`config.mk`:
```
export PLATFORM = sky130hd
export DESIGN_NAME = dmaarbiter
export DESIGN_NICKNAME = d
export VERILOG_FILES = /design/src/rtl/dmaarbiter.sv
export SDC_FILE = /design/constraint.sdc
export NUM_CORES = 1
export LEC_CHECK = 0
export ABC_AREA = 1
export CELL_PAD_IN_SITES_DETAIL_PLACEMENT = 0
export CELL_PAD_IN_SITES_GLOBAL_PLACEMENT = 1
export CORE_MARGIN = 2
export CORE_UTILIZATION = 36
export CTS_BUF_LIST = sky130_fd_sc_hd__clkbuf_4 sky130_fd_sc_hd__clkbuf_8
export CTS_CLUSTER_DIAMETER = 30
export CTS_CLUSTER_SIZE = 25
export DETAILED_ROUTE_END_ITERATION = 7
export GPL_ROUTABILITY_DRIVEN = 0
export HOLD_SLACK_MARGIN = 0.15
export PLACE_DENSITY = 0.85
export SLEW_MARGIN = 15
export SYNTH_ARGS = -nofsm -noshare
export SYNTH_HDL_FRONTEND = slang
export SYNTH_SLANG_ARGS = --single-unit
```
`constraint.sdc`:
```
create_clock -name bclk -period 1.37 [get_ports bclk]
set_clock_uncertainty 0.15 [all_clocks]
set_input_delay 0.137 -clock bclk [delete_from_list [all_inputs] [get_ports bclk]]
set_output_delay 0.137 -clock bclk [all_outputs]
set_load 0.1 [all_outputs]
```
`src/rtl/dmaarbiter.sv`:
```
// Zorro III bus-ownership arbiter for the NCR 53C710 DMA path: turns BR/BG/BGACK into Z_BR_n/Z_BG_n
// ownership and drives mybus/MASTER_n. Define ARB_TIMEOUT_EN to enable the grant timeout and BACKOFF state.
module dmaarbiter #(
   parameter int GRANT_TIMEOUT  = 255,
   parameter int BACKOFF_CYCLES = 16,
   parameter int CNT_W          = 8
) (
   input  logic bclk,
   input  logic IORST,
   input  logic SCSI_BR_n,
   input  logic SCSI_BGACK_n,
   input  logic SCSI_AS_n,
   input  logic Z_BG_n,
   input  logic Z_FCS_n,
   input  logic DTACK_n,
   input  logic SLAVE_n,
   output logic SCSI_BG_n,
   output logic Z_BR_n,
   output logic mybus,
   output logic MASTER_n,
   output logic arb_timeout
);

   typedef enum logic [2:0] {
      S_IDLE,
      S_REQ,
      S_WAIT_IDLE,
      S_OWN,
      S_ACTIVE,
      S_RELEASE
`ifdef ARB_TIMEOUT_EN
      , S_BACKOFF
`endif
   } state_t;

   localparam logic [CNT_W-1:0] CNT_MAX =
      CNT_W'((GRANT_TIMEOUT > BACKOFF_CYCLES) ? GRANT_TIMEOUT : BACKOFF_CYCLES);
`ifdef ARB_TIMEOUT_EN
   localparam logic [CNT_W-1:0] GRANT_LAST   = CNT_W'(GRANT_TIMEOUT - 1);
   localparam logic [CNT_W-1:0] BACKOFF_LAST = CNT_W'(BACKOFF_CYCLES - 1);
`endif

   state_t           state, state_nxt;
   logic [CNT_W-1:0] cnt, cnt_nxt;
   logic             cnt_inc;
   logic [3:0]       async_p0, async_p1;
   logic             bg_s, busfree_s;

   function automatic logic [CNT_W-1:0] sat_inc(input logic [CNT_W-1:0] v);
      return (v == CNT_MAX) ? v : v + 1'b1;
   endfunction

   // Stage p0/p1: two-flop synchronisers for the asynchronous Zorro inputs
   always_ff @(posedge bclk) begin
      async_p0 <= {Z_BG_n, Z_FCS_n, DTACK_n, SLAVE_n};
      async_p1 <= async_p0;
   end

   assign bg_s      = async_p1[3];
   assign busfree_s = &async_p1[2:0];

   always_comb begin
      state_nxt = state;
      cnt_inc   = 1'b0;
      case (state)
         S_IDLE:
            if (!SCSI_BR_n) state_nxt = S_REQ;
         S_REQ: begin
            cnt_inc = 1'b1;
            if (SCSI_BR_n)  state_nxt = S_IDLE;
            else if (!bg_s) state_nxt = S_WAIT_IDLE;
`ifdef ARB_TIMEOUT_EN
            else if (cnt == GRANT_LAST) state_nxt = S_BACKOFF;
`endif
         end
         S_WAIT_IDLE: begin
            // cnt holds the number of preceding consecutive free-bus cycles
            cnt_inc = busfree_s;
            if (SCSI_BR_n)                       state_nxt = S_IDLE;
            else if (bg_s)                       state_nxt = S_REQ;
            else if (busfree_s && (cnt != '0))   state_nxt = S_OWN;
         end
         S_OWN:
            if (!SCSI_BGACK_n)  state_nxt = S_ACTIVE;
            else if (SCSI_BR_n) state_nxt = S_RELEASE;
         S_ACTIVE:
            if (SCSI_BGACK_n && SCSI_AS_n) state_nxt = S_RELEASE;
         S_RELEASE:
            state_nxt = S_IDLE;
`ifdef ARB_TIMEOUT_EN
         S_BACKOFF: begin
            cnt_inc = 1'b1;
            if (cnt == BACKOFF_LAST) state_nxt = SCSI_BR_n ? S_IDLE : S_REQ;
         end
`endif
         default:
            state_nxt = S_IDLE;
      endcase
      if (state_nxt != state) cnt_nxt = '0;
      else if (cnt_inc)       cnt_nxt = sat_inc(cnt);
      else                    cnt_nxt = '0;
   end

   // Outputs are registered from the next state so they line up with the state register
   always_ff @(posedge bclk) begin
      if (IORST) begin
         state     <= S_IDLE;
         cnt       <= '0;
         SCSI_BG_n <= 1'b1;
         Z_BR_n    <= 1'b1;
         mybus     <= 1'b0;
         MASTER_n  <= 1'b1;
`ifdef ARB_TIMEOUT_EN
         arb_timeout <= 1'b0;
`endif
      end else begin
         state     <= state_nxt;
         cnt       <= cnt_nxt;
         SCSI_BG_n <= (state_nxt != S_OWN);
         Z_BR_n    <= !((state_nxt == S_REQ) || (state_nxt == S_WAIT_IDLE) ||
                        (state_nxt == S_OWN) || (state_nxt == S_ACTIVE));
         mybus     <= (state_nxt == S_OWN) || (state_nxt == S_ACTIVE) || (state_nxt == S_RELEASE);
         MASTER_n  <= !((state_nxt == S_OWN) || (state_nxt == S_ACTIVE));
`ifdef ARB_TIMEOUT_EN
         arb_timeout <= (state_nxt == S_BACKOFF) && (state != S_BACKOFF);
`endif
      end
   end

`ifndef ARB_TIMEOUT_EN
   assign arb_timeout = 1'b0;
`endif

endmodule

```
==> results.py, run 1 <==
metrics = {
    "route": {
        "detail-route-antenna-nets": 0,
        "first_pass_iters": 4,
        "drt-initial-drc-count": 30,
        "routedWlPerCell_um": 11.1,
        "routed_wl_um": 2390,
        "drc": 0,
        "viasPerCell": 4.64,
        "via_count": 994,
    },
    "worst_setup_path": {
        "critPathSlowestCell": "dfxtp_4",
        "crit_required_ps": 1470,
        "crit_type": "reg2reg",
        "crit_buf_inv": 3,
        "crit_fanout": 8,
        "start_kind": "flop",
        "slowest_delay_ps": 420,
        "path_delay_family": "simple AND/OR/NAND/NOR gates",
        "cp_common_cell": "nand2_4",
        "cp-end-kind": "flop",
        "worstPathCellList": "inv_2, buf_4, nand4_1, nand2_1, inv_1, nand2_4, nand2_4, nand3_4, nor2_1",
        "worstPathArrival_ps": 1700,
    },
    "synth": {
        "ys.flop_type": "dfxtp_1",
        "async_reset_ff_frac": 0,
        "synth-edff-count": 0,
        "synth_area_leader_cell": "dfxtp_1",
        "synth-seq-area-share": 0.446,
        "synth_area_um2": 1030,
        "synth-seq-cells": 23,
        "synth_nets": 151,
        "netlist_instances": 140,
        "avgSynthCellArea_um2": 7.37,
        "yosysWarningCount": 0,
        "synthDominantCellAreaShare": 0.446,
        "synth_area_leaders": "dfxtp_1 45%, nand2_1 9.5%, inv_1 8.4%",
        "synth_common_cells": "26 x nand2_1, 23 x dfxtp_1, 23 x inv_1",
        "ys_types": 19,
        "synth_most_common_cell": "nand2_1",
    },
    "sta": {
        "min_period_ps": 1590,
        "finalHoldWorstSlack_ps": 192,
        "fin_ws_ps": -223,
        "finalSetupViolCount": 13,
        "rsz0062_at_grt": "true",
        "drv_slew": 0,
        "final.period_utilization": 1.16,
        "max_freq_mhz": 628,
        "hold_viol": 0,
    },
    "final_layout": {
        "area_growth_pct": 53.0,
        "fillers": 243,
        "final_area_um2": 1580,
        "antenna_cells": 0,
        "final_nets": 195,
        "final_cell_count_no_fill": 214,
        "drive_gt1_frac": 0.388,
        "post-route-util": 0.578,
    },
    "clocking": {
        "cts_buffers": 3,
        "cts_tree": "built",
        "cts_buffer_depth": 2,
        "cts_max_level": 1,
        "clock_latency_ps": 320,
        "cts_sinks": 23,
        "cts.clk_slew.worst_paths_ps": 130,
        "clockRootBuffer": "clkbuf_4",
    },
    "status": {
        "outcome": "complete, but fails checks",
        "violations": "negative setup slack",
    },
    "die": {
        "start_util": 0.378,
        "io_pins": 14,
        "die_w_um": 57.5,
        "row_count": 19,
        "dieArea_um2": 3310,
        "die_y_um": 57.5,
        "core_um2": 2730,
    },
    "global_routing": {
        "grt_pass1_vias": 912,
        "grt.overflow.total": 0,
        "grt_max_degree": 15,
        "grt_pass1_wl_um": 3730,
        "grt_usage": 0.146,
        "antenna_found_initial": 0,
    },
    "power_and_ir_drop": {
        "power.density_nw_per_um2": 781,
        "peakVddDrop_uv": 809,
        "p_leak_nw": 0.724,
    },
    "hold_path": {
        "min-delay-path-class": "reg2reg",
    },
    "placed_design": {
        "io_buffer_count": 12,
        "dp.final_hpwl_um": 1680,
        "dpl_cell_area_um2": 1390,
        "placedCellCount": 202,
    },
    "flow_run": {
        "max-cap-violations": 0,
    },
}
per-layer routing:
| layer | track usage | wire length, um |
|---|---|---|
| met2 | 0.256 | 1250 |
| met4 | 0.0565 | 46 |
| met3 | 0.0408 | 90 |
| met5 | 0 | 0 |
| met1 | 0.166 | 998 |
metrics by stage:
stage               setup WS, ps  power (mW)  TNS [ps]
detailed placement          -299       0.892     -3380
CTS                         -181        1.22     -1820
global placement            -243       0.887     -2720
floorplan                  -43.5       0.816      -187
global route                -334        1.29     -3600
finish                      -223        1.23     -2300
repair_timing:
item | in CTS | in global routing
hold buffers | 4 | 0
endpoints found under the setup margin | 13 | 15
resized for setup | 14 | 17
buffers inserted | 2 | 2
endpoints found under the hold margin | 4 | 0
pin swaps | 6 | 10
cells in the final DEF, fill, tap and decap left out:
| cell | instances |
|---|---|
| xnor2_1 | 1 |
| nor2_1 | 15 |
| clkdlybuf4s50_1 | 8 |
| nand3b_1 | 1 |
| dlygate4sd3_1 | 4 |
| buf_12 | 4 |
| nand3_2 | 2 |
| nand2_4 | 3 |
| a21oi_1 | 1 |
| dfxtp_2 | 4 |
| o21ai_0 | 1 |
| xor2_1 | 4 |
| clkbuf_4 | 3 |
| inv_1 | 19 |
| inv_2 | 5 |
| conb_1 | 1 |
| ha_4 | 1 |
| nor2_4 | 3 |
| dfxtp_1 | 17 |
| nand2_1 | 21 |
| nor3_2 | 2 |
| nand2_2 | 5 |
| clkinvlp_4 | 1 |
| ha_1 | 1 |
| o21ai_1 | 1 |
| nand3_4 | 1 |
| buf_4 | 23 |
| buf_6 | 1 |
| dfxtp_4 | 2 |
| o21ai_2 | 1 |
| nor3_1 | 2 |
| nand4_1 | 6 |
| nor2_2 | 10 |
| nand3_1 | 9 |
worst register-to-register path, delay by kind of cell, from the launching register on:
family        cells  cell delay (ps)
flops             1              420
simple gates      6              620
buf+inv           3              340
where the power goes:
part           internal, mW  switching, mW  leakage, nW
clock network         0.111          0.209       0.0139
logic                0.0949          0.115        0.518
registers             0.688         0.0148        0.192
flip-flops by register name, summed over array words and instances (netlist names):
signal and flops:
async_p0 4, mybus 1, async_p1 4, state 3, cnt 8, MASTER_n 1
SCSI_BG_n 1, Z_BR_n 1
final timing paths:
kind | startpoint | to | slack, ps | cells after the start
max | state[1]$_SDFF_PP0_ | cnt[0]$_SDFFE_PP0P_ | -220 | 9
min | async_p0[0]$_DFF_P_ | async_p1[0]$_DFF_P_ | 190 | 0
max reg2reg | state[1]$_SDFF_PP0_ | cnt[0]$_SDFFE_PP0P_ | -220 | 9
min reg2reg | async_p0[0]$_DFF_P_ | async_p1[0]$_DFF_P_ | 190 | 0
area by class of cell:
cell class                 count  area (um^2)  share of cell area
multi-input combinational     92          563               0.357
clock buffer                   3         22.5              0.0143
inverter                      24         90.1              0.0571
timing repair buffer          40          384               0.243
clock inverter                 1         7.51             0.00475
sequential                    23          473               0.300
tap                           31         38.8              0.0246
cells by family (layout without fill, tap and decap cells):
kind of cell             count (synthesis)  after routing  share of synthesized area
other                                    1              1                    0.00363
adder cells (fa/ha/maj)                  2              2                     0.0242
AO/OA/AOI/OAI                            4              4                     0.0194
XOR/XNOR                                 5              5                     0.0424
buffers and inverters                   25             68                     0.0945
flip-flops                              23             23                      0.446
AND/OR/NAND/NOR                         80             80                      0.370
(Power assumes the default switching activity.)
==> run 2, diff against run 1 <==
Settings changed: CTS_CLUSTER_DIAMETER 30 to 120, SLEW_MARGIN 15 to unset.
==> results of run 2 <==
No change in the layout: final DEF, timing and power equal those of run 1.
==> run 3, diff against run 2 <==
Settings changed: CORE_MARGIN 2 to unset.
==> results.py, run 3 (same netlist as run 1, synthesis figures left out) <==
metrics = {
    "status": {
        "outcome": "complete, but fails checks",
        "violations": "negative setup slack",
    },
    "final_layout": {
        "final_cell_mix": "24 x nand2_1, 23 x buf_4, 18 x dfxtp_1",
        "fillers": 246,
        "antenna_cells": 0,
        "reg_top3": "cnt x8, async_p0 x4, async_p1 x4",
        "register_area_um2": 474,
        "final_nets": 194,
        "post-route-util": 0.567,
        "layout_commonest_cell": "nand2_1",
        "max_flop_register": "cnt",
        "largest_register_ff_count": 8,
        "multiInputGateArea_um2": 546,
        "area_growth_pct": 50.1,
        "drive_gt1_frac": 0.368,
    },
    "hold_path": {
        "hold_end": "async_p1[3]$_DFF_P_",
        "min-delay-path-class": "reg2reg",
        "hold_start": "async_p0[3]$_DFF_P_",
        "worstHoldPathCells": 0,
    },
    "sta": {
        "hold_viol": 0,
        "finalSetupViolCount": 12,
        "rsz0062_at_grt": "true",
        "drv_slew": 0,
        "fin_ws_ps": -206,
        "fin_tns_setup_ps": -1790,
        "finalHoldWorstSlack_ps": 187,
        "final.period_utilization": 1.15,
        "min_period_ps": 1580,
        "max_freq_mhz": 634,
    },
    "global_routing": {
        "grt.overflow.total": 0,
        "grt_usage": 0.146,
        "grt_pass1_vias": 875,
        "grt_max_degree": 14,
        "antenna_found_initial": 0,
        "grt_pass1_wl_um": 3550,
    },
    "placed_design": {
        "io_buffer_count": 12,
        "dp.final_hpwl_um": 1640,
        "post-place-ws_ps": -271,
    },
    "worst_setup_path": {
        "crit_type": "reg2reg",
        "r2r_cells": 12,
        "cp-end-kind": "flop",
        "r2r-end": "cnt[1]$_SDFFE_PP0P_",
        "worstPathArrival_ps": 1670,
        "critPathLaunch": "cnt[1]$_SDFFE_PP0P_",
        "crit_fanout": 8,
        "start_kind": "flop",
        "reg2reg_slack_ps": -210,
        "crit_required_ps": 1460,
        "r2r_start": "cnt[1]$_SDFFE_PP0P_",
    },
    "flow_run": {
        "max-cap-violations": 0,
    },
    "clocking": {
        "clock_latency_ps": 300,
        "cts.clk_slew.worst_paths_ps": 120,
        "clockRootBuffer": "clkbuf_4",
        "cts_sinks": 23,
        "cts_max_level": 1,
        "cts_buffers": 3,
        "cts_buffer_depth": 2,
        "cts_tree": "built",
    },
    "die": {
        "start_util": 0.378,
        "die_y_um": 55.5,
        "die_w_um": 55.5,
        "dieArea_um2": 3090,
        "row_count": 19,
        "io_pins": 14,
        "core_um2": 2730,
    },
    "route": {
        "first_pass_iters": 4,
        "detail-route-antenna-nets": 0,
        "routedWlPerCell_um": 10.3,
        "via_count": 975,
        "drt-initial-drc-count": 31,
        "viasPerCell": 4.58,
        "drc": 0,
        "routed_wl_um": 2200,
    },
    "power_and_ir_drop": {
        "peakVddDrop_uv": 823,
        "power.density_nw_per_um2": 765,
        "p_leak_nw": 0.702,
        "power.total_mw": 1.18,
    },
}
[run 3: critical path: stages, from the launching register on]
cell	delay, ps
dfxtp_2	350
inv_2	70
ha_4	140
nand2_4	50
nor2_2	70
nand2_1	60
nand2_1	60
nand2_1	60
nand2_2	90
nand2_2	70
nand2_2	90
nand3_4	130
nor2_2	120
[run 3: final cells by class]
cell class / instances / area share
Tap cell: 31 / 0.0250
Multi-Input combinational cell: 92 / 0.352
Inverter: 24 / 0.0582
Sequential cell: 23 / 0.306
Clock buffer: 3 / 0.0145
Clock inverter: 1 / 0.00323
Timing Repair Buffer: 39 / 0.241
[run 3: power breakdown]
| part | total (mW) | switching (mW) | internal, mW |
|---|---|---|---|
| clock network | 0.294 | 0.185 | 0.109 |
| logic | 0.190 | 0.104 | 0.0854 |
| registers | 0.701 | 0.0156 | 0.686 |
[run 3: metrics by stage]
stage               cell area (um^2)  std cells
global placement                1400        204
detailed placement              1400        204
finish                          1550        213
global route                    1550        213
floorplan                       1050        140
CTS                             1500        212
[run 3: worst max path at each step]
stage / cells after the start / slack, ps / end
6_report: 12 / -210 / cnt[1]$_SDFFE_PP0P_
5_1_grt: 12 / -310 / cnt[7]$_SDFFE_PP0P_
4_1_cts: 12 / -200 / cnt[5]$_SDFFE_PP0P_
3_5_place_dp: 8 / -270 / cnt[0]$_SDFFE_PP0P_
3_3_place_gp: 10 / -230 / Z_BR_n$_SDFF_PP1_
2_1_floorplan: 12 / -40 / cnt[0]$_SDFFE_PP0P_
[run 3: metal layers]
| metal | up-vias | track usage | share of wire |
|---|---|---|---|
| li1 | 518 | - | - |
| met1 | 438 | 0.178 | 0.44 |
| met2 | 15 | 0.246 | 0.52 |
| met3 | 4 | 0.0281 | 0.029 |
| met4 | 0 | 0.0679 | 0.016 |
| met5 | - | 0 | 0 |
[run 3: what timing repair did]
| item | CTS | global route |
|---|---|---|
| pin swaps | 3 | 3 |
| buffers inserted | 0 | 1 |
| hold endpoints to repair | 4 | 0 |
| hold buffers | 4 | 0 |
| gates resized for setup | 13 | 12 |
| endpoints found under the setup margin | 13 | 13 |
